`config.mk`:
```
export PLATFORM = sky130hd
export DESIGN_NAME = rgmii_tx_fmt
export DESIGN_NICKNAME = d
export VERILOG_FILES = /design/src/rtl/rgmii_tx_fmt.sv
export SDC_FILE = /design/constraint.sdc
export NUM_CORES = 1
export LEC_CHECK = 0
export ABC_AREA = 1
export CAP_MARGIN = 20
export CORE_ASPECT_RATIO = 0.75
export CORE_UTILIZATION = 26
export DETAILED_ROUTE_END_ITERATION = 6
export HOLD_SLACK_MARGIN = 0.08
export MAX_ROUTING_LAYER = met4
export SYNTH_ARGS = -nofsm -noshare
export SYNTH_HDL_FRONTEND = slang
export SYNTH_SLANG_ARGS = --single-unit
```
`constraint.sdc`:
```
create_clock -name clk -period 3.55 [get_ports clk]
set_input_delay 0.71 -clock clk [delete_from_list [all_inputs] [get_ports clk]]
set_output_delay 0.71 -clock clk [all_outputs]
set_load 0.02 [all_outputs]
```
`src/rtl/rgmii_tx_fmt.sv`:
```
// RGMII transmit formatter: wraps MAC bytes with preamble/SFD, pads short frames,
// enforces the inter-frame gap and registers the DDR nibble pairs for TXD/TX_CTL.
module rgmii_tx_fmt #(
    parameter int PREAMBLE_LEN = 7,
    parameter int IFG_LEN      = 12,
    parameter int PAD_EN       = 1,
    parameter int MIN_LEN      = 60
) (
    input  logic       clk,
    input  logic       rst_n,
    input  logic       s_valid,
    input  logic [7:0] s_data,
    input  logic       s_last,
    output logic       s_ready,
    output logic [3:0] txd_d0,
    output logic [3:0] txd_d1,
    output logic       txctl_d0,
    output logic       txctl_d1,
    output logic       busy,
    output logic       frame_done,
    output logic       underrun
);
    localparam logic [2:0] ST_IDLE = 3'd0;
    localparam logic [2:0] ST_PRE  = 3'd1;
    localparam logic [2:0] ST_SFD  = 3'd2;
    localparam logic [2:0] ST_DATA = 3'd3;
    localparam logic [2:0] ST_PAD  = 3'd4;
    localparam logic [2:0] ST_DROP = 3'd5;
    localparam logic [2:0] ST_IFG  = 3'd6;

    logic [2:0]  state_reg, state_next;
    logic [15:0] cnt_reg, cnt_next, cnt_sat;
    logic [16:0] cnt_inc;
    logic        pad_final, long_enough;
    logic [7:0]  txd_reg, txd_next;
    logic        ctl0_reg, ctl0_next;
    logic        ctl1_reg, ctl1_next;
    logic        done_reg, done_next;
    logic        urun_reg, urun_next;

    // 17-bit increment so the MIN_LEN comparison still works at the saturation point
    assign cnt_inc     = {1'b0, cnt_reg} + 17'd1;
    assign cnt_sat     = (cnt_reg == 16'hFFFF) ? 16'hFFFF : cnt_inc[15:0];
    assign pad_final   = (cnt_inc >= 17'(MIN_LEN));
    assign long_enough = (PAD_EN == 0) || pad_final;

    always_comb begin
        state_next = state_reg;
        cnt_next   = cnt_reg;
        txd_next   = 8'h00;
        ctl0_next  = 1'b0;
        ctl1_next  = 1'b0;
        done_next  = 1'b0;
        urun_next  = 1'b0;
        case (state_reg)
            ST_IDLE: begin
                if (s_valid) begin
                    state_next = ST_PRE;
                    cnt_next   = 16'd0;
                end
            end
            ST_PRE: begin
                txd_next  = 8'h55;
                ctl0_next = 1'b1;
                ctl1_next = 1'b1;
                if (cnt_reg == 16'(PREAMBLE_LEN - 1)) begin
                    state_next = ST_SFD;
                    cnt_next   = 16'd0;
                end else begin
                    cnt_next = cnt_inc[15:0];
                end
            end
            ST_SFD: begin
                txd_next   = 8'hD5;
                ctl0_next  = 1'b1;
                ctl1_next  = 1'b1;
                cnt_next   = 16'd0;
                state_next = ST_DATA;
            end
            ST_DATA: begin
                if (s_valid) begin
                    txd_next  = s_data;
                    ctl0_next = 1'b1;
                    ctl1_next = 1'b1;
                    cnt_next  = cnt_sat;
                    if (s_last) begin
                        if (long_enough) begin
                            done_next  = 1'b1;
                            state_next = ST_IFG;
                            cnt_next   = 16'd0;
                        end else begin
                            state_next = ST_PAD;
                        end
                    end
                end else begin
                    // MAC starved us: flag TX_ER for one byte and discard the rest of the frame
                    ctl0_next  = 1'b1;
                    ctl1_next  = 1'b0;
                    urun_next  = 1'b1;
                    state_next = ST_DROP;
                end
            end
            ST_PAD: begin
                ctl0_next = 1'b1;
                ctl1_next = 1'b1;
                cnt_next  = cnt_sat;
                if (pad_final) begin
                    done_next  = 1'b1;
                    state_next = ST_IFG;
                    cnt_next   = 16'd0;
                end
            end
            ST_DROP: begin
                if (s_valid && s_last) begin
                    state_next = ST_IFG;
                    cnt_next   = 16'd0;
                end
            end
            ST_IFG: begin
                if (cnt_reg == 16'(IFG_LEN - 1)) begin
                    state_next = ST_IDLE;
                    cnt_next   = 16'd0;
                end else begin
                    cnt_next = cnt_inc[15:0];
                end
            end
            default: begin
                state_next = ST_IDLE;
                cnt_next   = 16'd0;
            end
        endcase
    end

    always_ff @(posedge clk or negedge rst_n) begin
        if (!rst_n) begin
            state_reg <= ST_IDLE;
            cnt_reg   <= 16'd0;
            txd_reg   <= 8'h00;
            ctl0_reg  <= 1'b0;
            ctl1_reg  <= 1'b0;
            done_reg  <= 1'b0;
            urun_reg  <= 1'b0;
        end else begin
            state_reg <= state_next;
            cnt_reg   <= cnt_next;
            txd_reg   <= txd_next;
            ctl0_reg  <= ctl0_next;
            ctl1_reg  <= ctl1_next;
            done_reg  <= done_next;
            urun_reg  <= urun_next;
        end
    end

    genvar gi;
    generate
        for (gi = 0; gi < 4; gi++) begin : g_nib
            assign txd_d0[gi] = txd_reg[gi];
            assign txd_d1[gi] = txd_reg[gi + 4];
        end
    endgenerate

    assign txctl_d0   = ctl0_reg;
    assign txctl_d1   = ctl1_reg;
    assign frame_done = done_reg;
    assign underrun   = urun_reg;
    assign busy       = (state_reg != ST_IDLE);
    assign s_ready    = (state_reg == ST_DATA) || (state_reg == ST_DROP);
endmodule

```
==> out/results.ini <==
[floorplan]
die-height_um = 82.1
die-area_mm2 = 0.00893
row_count = 28
initial_utilization = 0.275
die_x_um = 109
core_mm2 = 0.00809
io_pins = 26

[routing]
wl_um = 6060
firstDrtPassIters = 4
drt_first_iter_violations = 156
wl_per_cell_um = 12.9
vias = 2261
drtAntennaViolNets = 0
vias_per_cell = 4.80
drc = 0

[clocking]
cts_made_buffers = 5
cts.clk_slew.worst_paths_ns = 0.05
hold_buffers = 0
clkSinkCount = 31
postCtsSetupBuffers = 0
cts_tree = yes
cts_max_level = 2
clk_path_buf_depth = 2
clockRootBuffer = clkbuf_16
clk_latency_ns = 0.27
ctsResizeCount = 0

[logic_synthesis]
synth_cell_type_count = 29
syn_nets = 350
ys_seq_area_frac = 0.349
yosys_warnings = 0
synth_top_area_frac = 0.349
synth_area_mm2 = 0.00222
ys_ff_latch = 31
synth_cells = 336
syn_avg_cell_area_um2 = 6.62
yosys-top-cells-area = dfrtp_1 (35%), nand2_1 (18%), nor2_1 (6.1%)
yosysTopAreaCell = dfrtp_1

[sta]
slew_headroom = 0.643
rsz0062_at_grt = no
report.final.hold_viol_count = 0
setup_viol = 0
totalNegativeSetupSlack_ns = 0
maxSlewViolCount = 0
max_freq_ghz = 0.353
finalCriticalPeriod_ns = 2.83
tightest_slew_ns = 0.535
post-route-period-util = 0.798
hold_slack_ns = 0.582
fin_skew_ns = 0.00381

[pwr]
cellLeakagePower_nw = 1.32
vdd_ir_drop_max_uv = 258
cellPowerDensity_mw_per_mm2 = 434

[critical_path]
critPathRequiredTime_ns = 2.84
crit_path_end_kind = output pin
cp_max_fo = 11
cp_data_arrival_time_ns = 2.12
path_class = reg -> out
critPathLaunchType = flop

[layout]
fin_util = 0.341
num_antenna_cells = 0
drive_gt1_frac = 0.109
nets = 379
layout_commonest_cell = nand2_1
final_area_mm2 = 0.00276
mostFrequentLayoutCells = nand2_1 (108), nor2_1 (36), inv_1 (32)
area_delta_synth_final_pct = 24.0
largest_reg_flops = 16

[placement]
place.gp.congestion = 0.891
post_dp_cell_area_mm2 = 0.00258
dpl.hpwl_um = 4730
port_buffers = 25

[worst_hold_path]
hold_path_class = reg -> reg

[global_routing]
grt_overflow_total = 0
grt_use_total = 0.151
grt_pass1_vias = 2077
antenna_found_initial = 0
grt_pass1_wl_um = 10000
grt_max_degree = 32

[run]
drv_cap = 0

[outcome]
status = finished clean

==> stage by stage <==
step           setup slack [ns]  total power, mW  cells
6_report                  0.718             1.20    471
3_5_place_dp               1.02            0.696    463
4_1_cts                   0.722             1.20    471
3_3_place_gp               1.08            0.695    463
2_1_floorplan              1.77            0.613    336
5_1_grt                   0.606             1.26    471
==> worst max-delay path, stage by stage (launching register included) <==
cell             delay, ns
dfrtp_1               0.47
inv_2                 0.14
nor2_4                0.11
inv_2                 0.07
nor2_4                0.22
inv_2                 0.16
nand2_1               0.08
clkdlybuf4s50_1       0.59
==> synthesized netlist by cell type (all sizes together) <==
master / n
dfrtp: 31
nand3b: 1
clkinv: 1
a21oi: 11
ha: 2
buf: 4
o21ai: 29
inv: 40
a31oi: 1
nand3: 27
a21o: 1
nand4: 12
nand2: 116
xor2: 1
o211ai: 3
o22ai: 2
nor2: 48
nor3: 6
==> report_power, final <==
group / total (mW) / switching, mW / internal [mW]
clock network: 0.504 / 0.156 / 0.349
logic: 0.283 / 0.191 / 0.0921
registers: 0.411 / 0.0296 / 0.381
total: 1.20 / 0.376 / 0.822
==> per-layer routing <==
layer | vias to the layer above | routed length (µm) | track usage
li1 | 1144 | - | -
met1 | 1065 | 3060 | 0.214
met2 | 47 | 2590 | 0.222
met3 | 5 | 376 | 0.0267
met4 | 0 | 43 | 0.0324
met5 | - | 0 | -
==> worst paths after layout <==
check / start / end / slack, ns / depth (start not counted)
setup / recovery: state_reg[1]$_DFFE_PN0P_ / s_ready / 0.72 / 7
hold / removal: cnt_reg[0]$_DFFE_PN0P_ / cnt_reg[0]$_DFFE_PN0P_ / 0.58 / 2
setup reg to reg: cnt_reg[1]$_DFFE_PN0P_ / state_reg[0]$_DFFE_PN0P_ / 1.38 / 14
hold reg to reg: cnt_reg[0]$_DFFE_PN0P_ / cnt_reg[0]$_DFFE_PN0P_ / 0.58 / 2
max in group asynchronous: rst_n / txd_reg[0]$_DFF_PN0_ / 2.42 / 2
min in group asynchronous: rst_n / cnt_reg[0]$_DFFE_PN0P_ / 0.84 / 2
==> area by class of cell <==
class / instances / area [µm²]
fillers: 861 / 5330
multi-input cells: 260 / 1270
flip-flops and latches: 31 / 776
repair buffers: 26 / 258
inverters: 41 / 154
clock buffers: 6 / 139
well taps: 105 / 131
clock inverters: 2 / 35.0
==> cell families after synthesis <==
kind of cell | Yosys count | share of synthesized area
AOI/OAI and AO/OA | 47 | 0.119
buffers and inverters | 45 | 0.0821
and+or+nand+nor | 210 | 0.435
xor gates and xnor gates | 1 | 0.00394
DFF | 31 | 0.349
adders and majority gates | 2 | 0.0112
Power figures use the tool's default switching activity.
